<file path="src/rtl/mem_responder_if.sv">
// Bus bundle between the CPU/host side and mem_responder: CPU memory strobes,
// shared address/data buses, and the host program-loader handshake.
interface mem_responder_if #(
  parameter int ADDR_WIDTH = 6,
  parameter int DATA_WIDTH = 8
);
  logic                  rd_mem;
  logic                  wr_mem;
  logic [ADDR_WIDTH-1:0] adr;
  logic [DATA_WIDTH-1:0] data_in;
  logic [DATA_WIDTH-1:0] data_out;
  logic                  cpu_idle;
  logic                  hold;
  logic                  ld_start;
  logic                  ld_valid;
  logic [DATA_WIDTH-1:0] ld_data;
  logic                  ld_last;
  logic                  ld_ready;
  logic                  ld_busy;
  logic                  ld_done;
  logic [ADDR_WIDTH:0]   ld_count;
  logic                  err;

  modport master (
    output rd_mem, wr_mem, adr, data_in, cpu_idle,
           ld_start, ld_valid, ld_data, ld_last,
    input  data_out, hold, ld_ready, ld_busy, ld_done, ld_count, err
  );

  modport slave (
    input  rd_mem, wr_mem, adr, data_in, cpu_idle,
           ld_start, ld_valid, ld_data, ld_last,
    output data_out, hold, ld_ready, ld_busy, ld_done, ld_count, err
  );
endinterface

</file>
<file path="src/rtl/mem_responder.sv">
// Word-addressed program/data memory for the CPU, with combinational reads,
// clocked writes and a host loader FSM that streams a program in from address 0.
module mem_responder #(
  parameter int ADDR_WIDTH = 6,
  parameter int DATA_WIDTH = 8
) (
  input  logic            clk,
  input  logic            reset,
  mem_responder_if.slave  bus
);
  localparam int DEPTH = 1 << ADDR_WIDTH;

  typedef enum logic [1:0] {IDLE, ARM, LOAD, DONE} state_t;

  state_t                state;
  state_t                state_next;
  logic [DATA_WIDTH-1:0] mem [0:DEPTH-1];
  logic [ADDR_WIDTH-1:0] ptr;
  logic [ADDR_WIDTH:0]   count;
  logic                  err_q;

  logic cpu_side;
  logic cpu_write;
  logic load_accept;
  logic load_end;
  logic err_set;

  // The CPU owns the memory only while no load is pending or in progress.
  assign cpu_side    = (state == IDLE) || (state == DONE);
  assign cpu_write   = cpu_side && bus.wr_mem;
  assign load_accept = (state == LOAD) && bus.ld_valid;
  assign load_end    = load_accept && (bus.ld_last || (ptr == '1));
  assign err_set     = (bus.rd_mem && bus.wr_mem) ||
                       ((state == LOAD) && (bus.rd_mem || bus.wr_mem));

  assign bus.data_out = (cpu_side && bus.rd_mem && !bus.wr_mem) ? mem[bus.adr] : '0;
  assign bus.ld_count = count;
  assign bus.err      = err_q;

  always_ff @(posedge clk) begin
    if (reset) state <= IDLE;
    else       state <= state_next;
  end

  always_comb begin
    state_next = state;
    unique case (state)
      IDLE: if (bus.ld_start) state_next = ARM;
      ARM:  if (bus.cpu_idle) state_next = LOAD;
      LOAD: if (load_end)     state_next = DONE;
      DONE:                   state_next = IDLE;
      default:                state_next = IDLE;
    endcase
  end

  always_comb begin
    bus.hold     = 1'b0;
    bus.ld_busy  = 1'b0;
    bus.ld_ready = 1'b0;
    bus.ld_done  = 1'b0;
    unique case (state)
      ARM: begin
        bus.hold    = 1'b1;
        bus.ld_busy = 1'b1;
      end
      LOAD: begin
        bus.hold     = 1'b1;
        bus.ld_busy  = 1'b1;
        bus.ld_ready = 1'b1;
      end
      DONE:    bus.ld_done = 1'b1;
      default: ;
    endcase
  end

  // Memory is never cleared; a loader word arriving on the reset edge is dropped.
  always_ff @(posedge clk) begin
    if (load_accept && !reset) mem[ptr] <= bus.ld_data;
    else if (cpu_write)        mem[bus.adr] <= bus.data_in;
  end

  always_ff @(posedge clk) begin
    if (reset) begin
      ptr   <= '0;
      count <= '0;
      err_q <= 1'b0;
    end else begin
      if ((state == IDLE) && bus.ld_start) count <= '0;
      if (state == ARM) ptr <= '0;
      if (load_accept) begin
        ptr   <= ptr + {{(ADDR_WIDTH-1){1'b0}}, 1'b1};
        count <= count + {{ADDR_WIDTH{1'b0}}, 1'b1};
      end
      if (err_set) err_q <= 1'b1;
    end
  end
endmodule

</file>
<file path="src/flat_wrapper.sv">
// flat-port wrapper written by rule: the top's interface ports become plain ports
module mem_responder_flat 
#(
  parameter int ADDR_WIDTH = 6,
  parameter int DATA_WIDTH = 8
)
  (clk, reset, bus_rd_mem, bus_wr_mem, bus_adr, bus_data_in, bus_cpu_idle, bus_ld_start, bus_ld_valid, bus_ld_data, bus_ld_last, bus_data_out, bus_hold, bus_ld_ready, bus_ld_busy, bus_ld_done, bus_ld_count, bus_err);
  mem_responder_if #(.ADDR_WIDTH(ADDR_WIDTH), .DATA_WIDTH(DATA_WIDTH)) bus_i ();
  input  logic clk;
  input  logic reset;
  input wire logic [$bits(bus_i.rd_mem)-1:0] bus_rd_mem;
  input wire logic [$bits(bus_i.wr_mem)-1:0] bus_wr_mem;
  input wire logic [$bits(bus_i.adr)-1:0] bus_adr;
  input wire logic [$bits(bus_i.data_in)-1:0] bus_data_in;
  input wire logic [$bits(bus_i.cpu_idle)-1:0] bus_cpu_idle;
  input wire logic [$bits(bus_i.ld_start)-1:0] bus_ld_start;
  input wire logic [$bits(bus_i.ld_valid)-1:0] bus_ld_valid;
  input wire logic [$bits(bus_i.ld_data)-1:0] bus_ld_data;
  input wire logic [$bits(bus_i.ld_last)-1:0] bus_ld_last;
  output wire logic [$bits(bus_i.data_out)-1:0] bus_data_out;
  output wire logic [$bits(bus_i.hold)-1:0] bus_hold;
  output wire logic [$bits(bus_i.ld_ready)-1:0] bus_ld_ready;
  output wire logic [$bits(bus_i.ld_busy)-1:0] bus_ld_busy;
  output wire logic [$bits(bus_i.ld_done)-1:0] bus_ld_done;
  output wire logic [$bits(bus_i.ld_count)-1:0] bus_ld_count;
  output wire logic [$bits(bus_i.err)-1:0] bus_err;
  assign bus_i.rd_mem = bus_rd_mem;
  assign bus_i.wr_mem = bus_wr_mem;
  assign bus_i.adr = bus_adr;
  assign bus_i.data_in = bus_data_in;
  assign bus_i.cpu_idle = bus_cpu_idle;
  assign bus_i.ld_start = bus_ld_start;
  assign bus_i.ld_valid = bus_ld_valid;
  assign bus_i.ld_data = bus_ld_data;
  assign bus_i.ld_last = bus_ld_last;
  assign bus_data_out = bus_i.data_out;
  assign bus_hold = bus_i.hold;
  assign bus_ld_ready = bus_i.ld_ready;
  assign bus_ld_busy = bus_i.ld_busy;
  assign bus_ld_done = bus_i.ld_done;
  assign bus_ld_count = bus_i.ld_count;
  assign bus_err = bus_i.err;
  mem_responder #(.ADDR_WIDTH(ADDR_WIDTH), .DATA_WIDTH(DATA_WIDTH)) u_core (.clk(clk), .reset(reset), .bus(bus_i));
endmodule
</file>
<file path="config.mk">
export PLATFORM = sky130hd
export DESIGN_NAME = mem_responder_flat
export DESIGN_NICKNAME = d
export VERILOG_FILES = /design/src/rtl/mem_responder_if.sv /design/src/rtl/mem_responder.sv /design/src/flat_wrapper.sv
export SDC_FILE = /design/constraint.sdc
export NUM_CORES = 1
export LEC_CHECK = 0
export CORE_ASPECT_RATIO = 1.4
export CORE_MARGIN = 2
export CORE_UTILIZATION = 49
export DETAILED_ROUTE_END_ITERATION = 6
export PLACE_DENSITY = 0.71
export SYNTH_ARGS = -nofsm -noshare
export SYNTH_HDL_FRONTEND = slang
export SYNTH_SLANG_ARGS = --single-unit
</file>
<file path="constraint.sdc">
create_clock -name clk -period 3.2 [get_ports clk]
set_clock_uncertainty 0.15 [all_clocks]
set_input_delay 0.32 -clock clk [delete_from_list [all_inputs] [get_ports clk]]
set_output_delay 0.32 -clock clk [all_outputs]
set_load 0.05 [all_outputs]
</file>
Word level (Yosys, flattened, before mapping)
Memory sizes are Yosys's and may differ from the RTL's.
Cells that the tools add are included.
{"block": "word_totals", "out_inout_bits": 20, "ramBits": 512, "ff_bits": 16, "memories": 1, "in_bits": 30}
{"memory": "u_core.mem", "words": 64, "width": 8, "read_ports": 1, "rd_ports_with_merged_regs": 0, "write_ports": 1, "line_no": "mem_responder.sv:17", "source": "logic [DATA_WIDTH-1:0] mem [0:DEPTH-1];"}
{"block": "classes", "n_mux": 20, "eq_ne": 7, "add_sub_neg": 2, "reduce_logical": 21}
{"operator": "6-bit 2-to-1 mux", "count": 3}
{"operator": "8-bit 2-to-1 mux", "count": 2}
{"operator": "7-bit 2-to-1 mux", "count": 2}
{"operator": "1-bit logical AND", "count": 9}
{"operator": "1-bit 2-to-1 mux", "count": 9}
{"operator": "2-bit case mux with 4 select lines", "count": 1}
{"operator": "8-bit OR reduction", "count": 1}
{"operator": "7-bit by 1-bit adder with 7-bit output (second input constant)", "count": 1}
{"operator": "6-bit by 1-bit adder with 6-bit output (second input constant)", "count": 1}
{"operator": "6-bit equality test (second input constant)", "count": 1}
{"operator": "2-bit 2-to-1 mux", "count": 3}
{"operator": "2-bit equality test (second input constant)", "count": 2}
{"operator": "1-bit logical OR", "count": 4}
{"operator": "2-bit inequality test (second input constant)", "count": 2}
{"operator": "2-bit nonzero test", "count": 2}
{"operator": "3-bit AND reduction", "count": 1}
{"operator": "2-bit by 1-bit equality test with 1-bit output (second input constant)", "count": 1}
{"operator": "1-bit logical NOT", "count": 2}
{"operator": "2-bit logical NOT", "count": 1}
{"operator": "2-bit by 1-bit inequality test with 1-bit output (second input constant)", "count": 1}
{"operator": "2-bit OR reduction", "count": 1}

Logic depth before layout (Yosys ltp)
Gate-level depths: netlist of run 1.
{"block": "logic_depth", "word_depth": 8, "ltp_mapped": 10}

Least setup slack after synthesis of run 1
OpenSTA, ideal clock, no wires.
{"block": "synth_timing", "path_kind": "register to output", "from": "reg u_core.state[0]", "to": "out bus_data_out[4]", "slack_ns": -0.259, "stages_incl_launch_ff": 7, "arrival_time_ns": 2.989, "path_cell_list": "dfxtp_1 > inv_1 > ha_1 > nor2_1 > nand3_1 > or4_1 > o21ai_0"}
{"block": "synth_via", "elab_chain_cells": 5, "elab_cells_between_ends": 6, "classes_between": "eq/ne (1); mux (1); reduce/logical (4)"}
{"element": "from (decl)", "line_no": "mem_responder.sv:15", "source": "state_t state;"}
{"element": "from (signal assigned)", "line_no": "mem_responder.sv:42", "source": "else state <= state_next;"}
{"element": "2-bit equality test or 2-bit logical NOT (tied branches)", "line_no": "mem_responder.sv:29", "source": "assign cpu_side = (state == IDLE) || (state == DONE);"}
{"element": "1-bit logical OR (*)", "line_no": "mem_responder.sv:29"}
{"element": "1-bit logical AND (*) (2 in series)", "line_no": "mem_responder.sv:36", "source": "assign bus.data_out = (cpu_side && bus.rd_mem && !bus.wr_mem) ? mem[bus.adr] : '0;"}
{"element": "8-bit 2-to-1 mux (*)", "line_no": "mem_responder.sv:36"}
{"element": "to (decl)", "line_no": "flat_wrapper.sv:20", "source": "output wire logic [$bits(bus_i.data_out)-1:0] bus_data_out;"}
Mark *: on every way between the ends. The rest lies on a longest branch, timed or not.

Worst setup path after layout of run 1
{"block": "layout_timing", "from": "reg u_core.state[1]", "to": "mem u_core.mem[51][0], enable pin"}
{"block": "layout_via", "elab_chain_cells": 8, "elab_cells_between_ends": 15, "classes_between": "eq/ne (2); mux (7); reduce/logical (6)"}
{"element": "2-bit equality test or 2-bit logical NOT (tied branches)", "line_no": "mem_responder.sv:29"}
{"element": "1-bit logical OR", "line_no": "mem_responder.sv:29"}
{"element": "1-bit logical AND", "line_no": "mem_responder.sv:30", "source": "assign cpu_write = cpu_side && bus.wr_mem;"}
{"element": "1-bit 2-to-1 mux", "line_no": "mem_responder.sv:79", "source": "else if (cpu_write) mem[bus.adr] <= bus.data_in;"}
{"element": "1-bit 2-to-1 mux", "line_no": "mem_responder.sv:78", "source": "if (load_accept && !reset) mem[ptr] <= bus.ld_data;"}
{"element": "1-bit 2-to-1 mux (not written as such)", "line_no": "mem_responder.sv:79"}
{"element": "8-bit OR reduction (no source line)"}
{"element": "6-bit 2-to-1 mux (no source line) or 1-bit 2-to-1 mux (tied branches)"}
{"element": "to (decl)", "line_no": "mem_responder.sv:17"}
Parallel ways exist; a longest one is shown, timed or not.

==> summary.md, run 1 <==
| Metric | Value |
|---|---|
| Final Util | `between 50% and 60%` |
| Number of library cell types mapped by synthesis | `53` |
| Crit path to | `u_core.mem[51][0]$_DFFE_PP_` |
| Commonest cells after routing, fill and taps aside | `edfxtp_1 (512), mux4_2 (128), buf_4 (100)` |
| Critical path type | `flop to flop` |
| 1st-iter DRT viols | `1120` |
| Vias per cell | `between 5 and 6` |
| Vias | `10800` |
| Leakage | `about 8.0 nW` |
| CP most frequent cell | `buf_4` |
| Seq/Total Area, Yosys | `74.5%` |
| Setup TNS | `0 ps` |
| Total gr overflow | `0` |
| Core area | `0.0423 mm²` |
| Total global-route track usage | `21.5%` |
| Area growth syn-to-layout | `16.5%` |
| Wire per inst | `25.9 µm` |
| Hold_ws | `323 ps` |
| Synth warn | `0` |
| Reg2reg path depth | `9` |
| Area of the multi-input gates | `0.00514 mm²` |
| CTS max path bufs | `3` |
| Chip Height | `249 µm` |
| Most common cell after layout, fill and taps aside | `edfxtp_1` |
| Min-Delay Path Class | `flop to flop` |
| Worst reg2reg startpoint | `u_core.state[1]$_SDFFE_PP0P_` |
| Layout filler cell count | `3021` |
| Max_cap viols | `0` |
| R2R Setup Slk | `70 ps` |
| TritonCTS clock tree | `done` |
| CTS H-tree lvls | `2` |
| # IOs | `50` |
| Setup repair after global routing missed its margin | `true` |
| Root Buffer | `clkbuf_16` |
| Post-place setup slack | `-97.2 ps` |
| Max-slew violation count | `0` |
| Fin. Hold Viols | `0` |
| Post-route cell area | `0.0245 mm²` |
| Placer Congestion | `0.832` |
| Placed Area | `0.0230 mm²` |
| Initial Util | `between 40% and 50%` |
| Async SR Flop Fraction | `0%` |
| Setup ws final | `71.5 ps` |
| Status | `complete, no violations` |
| Worst r2r dst | `u_core.mem[51][0]$_DFFE_PP_` |
| CP peak stage delay | `600 ps` |
| #FFs+latches synth | `528` |
| Routed WL | `around 47000 µm` |
| Port buffer count | `49` |
| Area of the die | `between 0.04 and 0.05 mm²` |
| Power density cells | `680 mW/mm²` |
| Max IR drop VDD | `0.584 mV` |
| Avg Cell Area, Syn | `19.6 µm²` |
| Cell Rows | `between 80 and 90` |
| Data arrival, critical path | `between 3000 and 4000 ps` |
| Largest net degree at the start of global routing | `65` |
| Worst Path Max Fanout | `9` |
| Data required, critical path | `roughly 3200 ps` |
| Clock Latency Late Sink | `between 500 and 600 ps` |
| Final Critical Period | `3130 ps` |
| Post-DP HPWL | `30400 µm` |
| Diodes inserted | `0` |
| Setup violators final | `0` |
| Pre-Repair DR Iteration Count | `5` |
| Die W | `roughly 180 µm` |
| Initial antenna violation count | `0` |
| Worst slew pin tran | `787 ps` |
| Vias in the first global route | `11200` |
| Sequential cell area | `0.0157 mm²` |
| Crit-path cells | `inv_1 > ha_4 > nand2b_1 > or2_1 > buf_4 > and4b_1 > a31oi_2 > buf_4 > nor2_1` |
| First-pass GRT wire length | `70900 µm` |
| Top_reg_cell synth | `edfxtp_1` |
| Nets | `1264` |
| Slew HR | `between 40% and 50%` |
| EDFF count, synth | `512` |
| Final period util | `a little over nine tenths` |
| Area of the mapped netlist | `around 0.021 mm²` |
| CP max stage cell | `nor2_1` |
| Syn Inst Count | `1075` |
| Syn_nets | `1112` |
| Endpoint type of the worst setup path | `flop` |
| Critical path launch point type | `flop` |
| Crit. Startpoint | `u_core.state[1]$_SDFFE_PP0P_` |
| Share of layout cells above drive strength 1 | `27.7%` |
| Clock Sinks | `around 530` |
| TritonCTS Buffers | `46` |
| Reg clk slew, reported paths | `70 ps` |
| Max Clock Freq | `0.320 GHz` |
| DRC Markers | `0` |
| Antenna violation net count after detailed routing | `0` |
[cell families after synthesis]
logic type / after synthesis / synth area share, %
DFF: 528 / 74.5
and+or+nand+nor: 213 / 4.47
muxes: 183 / 16.4
AOI/OAI and AO/OA: 77 / 2.52
buffers and inverters: 63 / 1.51
adders and majority gates: 8 / 0.463
xor gates and xnor gates: 3 / 0.125
[flip-flops by register name, indices dropped and copies added, names as in the netlist]
name and flops:
u_core.bus.ld_count 7, u_core.bus.err 1, u_core.state 2, u_core.mem 512, u_core.ptr 6
[metrics by stage]
stage	power, mW	cells
after global routing	17.3	1808
after CTS	16.8	1806
after floorplan	10.2	1075
after detailed placement	11.4	1723
after global placement	11.3	1723
final	16.7	1808
[layout make-up]
class | instances | share of cell area [%]
flip-flops and latches | 528 | 64.0
well taps | 546 | 2.78
clock inverters | 21 | 0.724
multi-input cells | 484 | 20.9
clock buffers | 62 | 5.20
repair buffers | 161 | 6.28
inverters | 6 | 0.0918
[worst min path at each step]
stage / slack (ps) / endpoint / startpoint / depth (start not counted)
2_1_floorplan: 240 / u_core.state[0]$_SDFFE_PP0P_ / reset / 1
3_3_place_gp: 310 / u_core.bus.err$_SDFFE_PP0P_ / u_core.bus.err$_SDFFE_PP0P_ / 2
3_5_place_dp: 310 / u_core.bus.err$_SDFFE_PP0P_ / u_core.bus.err$_SDFFE_PP0P_ / 2
4_1_cts: 330 / u_core.bus.err$_SDFFE_PP0P_ / u_core.bus.err$_SDFFE_PP0P_ / 2
5_1_grt: 360 / u_core.bus.err$_SDFFE_PP0P_ / u_core.bus.err$_SDFFE_PP0P_ / 2
6_report: 320 / u_core.bus.err$_SDFFE_PP0P_ / u_core.bus.err$_SDFFE_PP0P_ / 2
[metal layers]
metal | vias up | track usage, % | share of wire (%)
li1 | 4670 | - | -
met5 | - | 0 | 0
met2 | 384 | 35.8 | 51
met1 | 5659 | 28.5 | 40
met4 | 0 | 7.70 | 3.7
met3 | 103 | 3.57 | 5.6
[worst max-delay path, delay by kind of cell (launching register included)]
family	cells	cell delay [ps]
AO/OA/AOI/OAI	1	40
adder cells (fa/ha/maj)	1	290
buffers and inverters	3	550
flip-flops	1	350
AND/OR/NAND/NOR	4	1360
[cell usage after synthesis, drive strengths merged, types with 3 or more instances]
library cell,count,share of area [%]
a32oi,3,0.12
ha,7,0.42
a21oi,20,0.48
clkbuf,21,0.37
nand2b,8,0.24
or3,5,0.15
a211oi,3,0.11
nand2,64,1.2
nand4,5,0.15
nor2,92,1.6
a22oi,10,0.36
dfxtp,16,1.5
edfxtp,512,73
a22o,3,0.12
mux4,128,14
mux2i,49,2.4
a31oi,5,0.21
nand3,10,0.24
a221oi,5,0.21
nor2b,6,0.18
nor3,8,0.19
o22ai,6,0.18
o21ai,8,0.19
mux2,6,0.32
buf,36,1.0
nor3b,4,0.14
inv,6,0.11
o221ai,3,0.12
[power by group]
group	leakage (nW)	internal, mW	switching, mW
Clock	0.712	3.04	2.35
Sequential	4.75	8.51	0.0474
Combinational	2.56	0.846	1.90
Total	8.02	12.4	4.29
[repair_timing]
item | CTS | global route
cloned | 0 | 0
setup buffers | 0 | 2
pin swaps | 4 | 1
hold buffers | 0 | 0
gates resized for setup | 14 | 6
setup endpoints to repair | 16 | 132
No activity file was read; power rests on OpenSTA's default activity.
==> run 2: changes to the inputs <==
CELL_PAD_IN_SITES_DETAIL_PLACEMENT = 1   (was default)
CELL_PAD_IN_SITES_GLOBAL_PLACEMENT = 1   (was default)
GPL_TIMING_DRIVEN = 0   (was default)
PLACE_DENSITY = 0.79   (was 0.71)
==> summary.md, run 2 (synthesis gave the netlist of run 1 again) <==
| Metric | Value |
|---|---|
| Min-Delay Path Class | `flop to flop` |
| CTS max path bufs | `3 (unchanged)` |
| Internal power | `12.5 mW (+0.97%)` |
| Share of layout cells above drive strength 1 | `33.0% (+5.3 points)` |
| Largest register FFs | `512 (unchanged)` |
| Most common cell after layout, fill and taps aside | `edfxtp_1` |
| Commonest cells after routing, fill and taps aside | `edfxtp_1 (512), mux4_2 (128), nor2_4 (57)` |
| Data arrival, critical path | `3240 ps (+80 ps)` |
| Cell Rows | `89 (unchanged)` |
| Final period util | `116% (+18 points)` |
| GR Util met2 | `47.1% (+11 points)` |
| Data required, critical path | `2730 ps (-500 ps)` |
| Setup repair after global routing missed its margin | `true` |
| Power density cells | `697 mW/mm² (+2.6%)` |
| Setup violators final | `307 (+307)` |
| Chip Height | `249 µm (unchanged)` |
| Post-DP HPWL | `38100 µm (+25%)` |
| Worst slew pin tran | `1310 ps (+528 ps)` |
| Layout filler cell count | `3545 (+17%)` |
| Final Critical Period | `3710 ps (+581 ps)` |
| Routing usage on met1 | `32.6% (+4.1 points)` |
| Crit-path cells | `buf_4 > buf_6 > buf_6 > mux4_2 > mux2i_1 > a22o_1 > o21ai_4 > buf_6` |
| Port buffer count | `46 (-6.1%)` |
| Pre-Repair DR Iteration Count | `7 (+2)` |
| Combinational Power Share | `17.4% (+1.0 points)` |
| Failing checks | `setup timing` |
| CP most frequent cell | `buf_6` |
| Max Clock Freq | `0.270 GHz (-16%)` |
| Initial antenna violation count | `10 (+10)` |
| Wire per inst | `40.2 µm (+55%)` |
| Area of the multi-input gates | `0.00592 mm² (+15%)` |
| CTS H-tree lvls | `2 (unchanged)` |
| Placer Congestion | `0.903 (+8.4%)` |
| Leakage | `7.89 nW (-1.5%)` |
| First-pass GRT wire length | `88300 µm (+25%)` |
| Total global-route track usage | `28.4% (+6.9 points)` |
| DRC Markers | `0 (unchanged)` |
| Max IR drop VDD | `0.576 mV (-1.5%)` |
| # IOs | `50 (unchanged)` |
| Core area | `0.0423 mm² (unchanged)` |
| Vias per cell | `6.96 (+16%)` |
| Met3 Usage GRT | `6.70% (+3.1 points)` |
| Clock Latency Late Sink | `590 ps (+30 ps)` |
| Root Buffer | `clkbuf_16` |
| 1st-iter DRT viols | `2012 (+80%)` |
| Psw | `5.07 mW (+18%)` |
| Slew HR | `9.85% (-38 points)` |
| Critical path launch point type | `input pin` |
| CP max stage cell | `mux2i_1` |
| Sequential share of power | `48.8% (-2.5 points)` |
| Antenna violation net count after detailed routing | `0 (unchanged)` |
| TritonCTS clock tree | `done` |
| Critical path type | `input pin to primary output` |
| Routed WL | `71700 µm (+53%)` |
| Largest Register | `u_core.mem` |
| Clk network pwr share | `33.8% (+1.5 points)` |
| Vias in the first global route | `12500 (+11%)` |
| Hold_ws | `395 ps (+71.7 ps)` |
| Post-place setup slack | `-1630 ps (-1540 ps)` |
| Area growth syn-to-layout | `19.7%` |
| Endpoint type of the worst setup path | `primary output` |
| Grt peak-use layer | `met2` |
| Reg clk slew, reported paths | `70 ps (about the same)` |
| Nets | `1233 (-2.5%)` |
| Largest net degree at the start of global routing | `65 (unchanged)` |
| Total gr overflow | `0 (unchanged)` |
| CP peak stage delay | `1030 ps (+430 ps)` |
| Worst Path Max Fanout | `10 (+1)` |
| Hold Buf Count CTS | `0 (unchanged)` |
| Switching share of power | `28.8% (+3.1 points)` |
| Max-slew violation count | `0 (unchanged)` |
| Sequential cell area | `0.0157 mm² (about the same)` |
| Die W | `179 µm (unchanged)` |
| Clock Sinks | `528 (unchanged)` |
| Vias | `12400 (+15%)` |
| Fin. Hold Viols | `0 (unchanged)` |
| TritonCTS Buffers | `47 (+2.2%)` |
| Setup ws final | `-510 ps (-581 ps)` |
| Initial Util | `49.8% (unchanged)` |
| Status | `finished with violations` |
| Max_cap viols | `0 (unchanged)` |
| Area of the die | `0.0447 mm² (unchanged)` |
[run 2: cell types whose count changed in the layout (fill, tap and decap cells not counted), sizes merged]
cell,before,now
clkinv,17,18
clkbuf,63,78
clkinvlp,1,5
diode,0,5
bufinv,3,6
dlygate4sd2,0,1
clkdlybuf4s50,38,37
buf,122,69
[run 2: what timing repair did]
item / CTS / global route
hold endpoints to repair: 0 / 0
gates resized for setup: 266 / 52
buffers inserted: 3 / 23
pin swaps: 3 / 27
endpoints found under the setup margin: 1032 / 685
gates cloned: 0 / 0
[run 2: critical path, delay by kind of cell]
kind,cells,cell delay (ps)
multiplexers,2,1570
AO/OA/AOI/OAI,2,440
buffers and inverters,4,880
[run 2: final cells by class]
type,count,area share [%]
antenna,5,0.0496
buffer,57,1.72
clock buffer,56,4.97
clock inverter,29,1.18
inverter,6,0.0893
multi-input combinational,484,23.5
sequential,528,62.2
tap,546,2.71
timing repair buffer,72,3.57
[run 2: final timing paths]
kind	slack [ps]	start	end	cells after the start
max	-510	bus_adr[0]	bus_data_out[4]	8
min	390	u_core.bus.err$_SDFFE_PP0P_	u_core.bus.err$_SDFFE_PP0P_	2
max reg2reg	-430	u_core.state[0]$_SDFFE_PP0P_	u_core.mem[34][7]$_DFFE_PP_	9
min reg2reg	390	u_core.bus.err$_SDFFE_PP0P_	u_core.bus.err$_SDFFE_PP0P_	2
[run 2: per-stage QoR]
step	area (µm²)	cells	TNS [ps]	power, mW	utilization, %
after CTS	24600	1755	-1960	17.2	58.1
after floorplan	21100	1075	0	10.2	-
final	25200	1783	-41870	17.6	59.6
after global routing	25200	1781	-67320	17.9	59.6
after detailed placement	22200	1667	-750260	11.3	52.5
after global placement	22200	1667	-651470	11.1	52.5
[run 2: layer usage]
metal	wire length (µm)	share of wire, %	vias up
met5	13	0.018	-
li1	-	-	4642
met4	6060	8.5	2
met3	7630	11	338
met1	22600	32	6368
met2	35400	49	1055
[run 2: power by group through the flow]
| stage | sequential (mW) | combinational, mW | clock (mW) |
|---|---|---|---|
| after floorplan | 8.72 | 1.44 | 0 |
| after global placement | 8.75 | 2.34 | 0 |
| after detailed placement | 8.78 | 2.48 | 0 |
| after CTS | 8.57 | 2.80 | 5.80 |
| after global routing | 8.59 | 3.19 | 6.16 |
| final | 8.58 | 3.05 | 5.95 |
==> run 3: changes to the inputs <==
GPL_TIMING_DRIVEN = default   (was 0)
==> summary.md, run 3 (synthesis gave the netlist of run 1 again) <==
| Metric | Value |
|---|---|
| Status | `finished with violations` |
| Failing checks | `setup timing` |
| Max Clock Freq | `0.311 GHz (+15%)` |
| Cell Rows | `89 (unchanged)` |
| Inst Count DP | `1734 (+4.0%)` |
| First-pass GRT wire length | `83500 µm (-5.4%)` |
| Leakage | `8.08 nW (+2.4%)` |
| Max-slew violation count | `0 (unchanged)` |
| Power density cells | `700 mW/mm² (+0.39%)` |
| Initial antenna violation count | `0 (-10)` |
| Most common cell after layout, fill and taps aside | `edfxtp_1` |
| Pre-Repair DR Iteration Count | `5 (-2)` |
| CTS H-tree lvls | `2 (unchanged)` |
| Wire per inst | `30.8 µm (-23%)` |
| Worst r2r dst | `u_core.mem[53][0]$_DFFE_PP_` |
| Hold_ws | `370 ps (-25.3 ps)` |
| TritonCTS Buffers | `46 (-2.1%)` |
| Core area | `0.0423 mm² (unchanged)` |
| Vias in the first global route | `12500 (+0.41%)` |
| Data arrival, critical path | `2750 ps (-490 ps)` |
| Vias per cell | `6.29 (-9.6%)` |
| Final Critical Period | `3220 ps (-493 ps)` |
| Area growth syn-to-layout | `17.2%` |
| Hold Buf Count CTS | `0 (unchanged)` |
| Largest Register | `u_core.mem` |
| Reg2reg path depth | `9 (unchanged)` |
| Worst reg2reg startpoint | `u_core.state[0]$_SDFFE_PP0P_` |
| Nets | `1273 (+3.2%)` |
| Share of layout cells above drive strength 1 | `28.6% (-4.3 points)` |
| Port buffer count | `49 (+6.5%)` |
| Total gr overflow | `0 (unchanged)` |
| Worst slew pin tran | `816 ps (-499 ps)` |
| Hold depth | `2 (unchanged)` |
| Slew HR | `45.4% (+36 points)` |
| Clock Latency Late Sink | `560 ps (-30 ps)` |
| Largest register FFs | `512 (unchanged)` |
| Area of the die | `0.0447 mm² (unchanged)` |
| Vias | `11400 (-7.8%)` |
| Reg clk slew, reported paths | `70 ps (about the same)` |
| Critical path launch point type | `flop` |
| Total global-route track usage | `25.8% (-2.6 points)` |
| Placer Congestion | `0.825 (-8.6%)` |
| Root Buffer | `clkbuf_16` |
| Die W | `179 µm (unchanged)` |
| Clock Sinks | `528 (unchanged)` |
| Endpoint type of the worst setup path | `primary output` |
| Max IR drop VDD | `0.464 mV (-19%)` |
| Setup ws final | `-16.5 ps (+493 ps)` |
| 1st-iter DRT viols | `1155 (-43%)` |
| # IOs | `50 (unchanged)` |
| DRC Markers | `0 (unchanged)` |
| Antenna violation net count after detailed routing | `0 (unchanged)` |
| Post-DP HPWL | `36200 µm (-4.9%)` |
| TritonCTS clock tree | `done` |
| Largest net degree at the start of global routing | `65 (unchanged)` |
| Max_cap viols | `0 (unchanged)` |
| R2R Setup Slk | `20 ps (+450 ps)` |
| CTS max path bufs | `3 (unchanged)` |
| Data required, critical path | `2730 ps (about the same)` |
| Commonest cells after routing, fill and taps aside | `edfxtp_1 (512), mux4_2 (128), buf_4 (111)` |
| Critical path type | `flop to primary output` |
| Fin. Hold Viols | `0 (unchanged)` |
| Initial Util | `49.8% (unchanged)` |
| Worst Path Max Fanout | `7 (-3)` |
| Final period util | `101% (-15 points)` |
| Min-Delay Path Class | `flop to flop` |
| Non-filler instance count after layout | `1818 (+2.0%)` |
| Setup repair after global routing missed its margin | `true` |
| Routed WL | `56000 µm (-22%)` |
| Worst Hold End | `u_core.bus.err$_SDFFE_PP0P_` |
| Chip Height | `249 µm (unchanged)` |
| Setup violators final | `1 (-99.7%)` |
| HP Start | `u_core.bus.err$_SDFFE_PP0P_` |
| Diodes inserted | `0 (-5)` |
run 3: cell count changes in the layout (fill, tap and decap cells not counted), moves of 10 or more:
cell / delta
nor2_1: +62
nor2_4: -57
mux2i_1: +10
buf_6: -20
buf_4: +93
run 3: final cells by class:
class / instances / area (µm²)
clock buffer: 52 / 1190
clock inverter: 32 / 364
fill: 3659 / 17600
inverter: 6 / 22.5
multi-input combinational: 484 / 5130
sequential: 528 / 15700
tap: 546 / 683
timing repair buffer: 170 / 1600
run 3: per-stage QoR:
stage | cell area (µm²) | setup TNS (ps) | util (%) | worst slack, ps | total power [mW]
3_3_place_gp | 23100 | 0 | 54.5 | 81.3 | 11.4
5_1_grt | 24700 | -3340 | 58.4 | -108 | 17.7
2_1_floorplan | 21100 | 0 | - | 114 | 10.2
6_report | 24700 | -16.5 | 58.4 | -16.5 | 17.3
4_1_cts | 24700 | 0 | 58.3 | 13.2 | 17.3
3_5_place_dp | 23100 | -1540 | 54.5 | -73.7 | 11.5
run 3: routing by layer:
| metal | share of wire [%] | vias up | wire length [µm] | GRT usage (%) |
|---|---|---|---|---|
| met4 | 5.0 | 0 | 2810 | 12.1 |
| met2 | 52 | 561 | 29200 | 43.9 |
| li1 | - | 4687 | - | - |
| met1 | 37 | 6044 | 20700 | 32.5 |
| met5 | 0 | - | 0 | 0 |
| met3 | 6.0 | 147 | 3340 | 3.56 |
run 3: worst max-delay path by stage:
stage / start / end / slack (ps) / cells after the start
after floorplan: u_core.state[0]$_SDFFE_PP0P_ / bus_data_out[4] / 110 / 6
after global placement: bus_ld_valid / u_core.mem[53][3]$_DFFE_PP_ / 80 / 8
after detailed placement: bus_ld_valid / u_core.mem[49][3]$_DFFE_PP_ / -70 / 8
after CTS: u_core.state[0]$_SDFFE_PP0P_ / bus_data_out[3] / 10 / 9
after global routing: u_core.state[0]$_SDFFE_PP0P_ / u_core.mem[53][0]$_DFFE_PP_ / -110 / 9
final: u_core.state[0]$_SDFFE_PP0P_ / bus_data_out[2] / -20 / 9
run 3: power breakdown:
part	switching (mW)	internal, mW
sequential	0.0537	8.51
clock	2.47	3.33
combinational	2.05	0.870
total	4.58	12.7
run 3: what timing repair did:
action,in CTS,in global routing
resized for setup,8,12
pin swaps,3,1
buffers inserted,0,0
endpoints found under the setup margin,68,89
run 3: worst max-delay path, stage by stage, from the launching register on:
cell	delay, ps
dfxtp_2	370
inv_1	130
ha_4	290
nor2_2	170
nand3_1	180
buf_4	230
a221oi_1	250
nand2_1	230
o21ai_2	140
buf_6	180
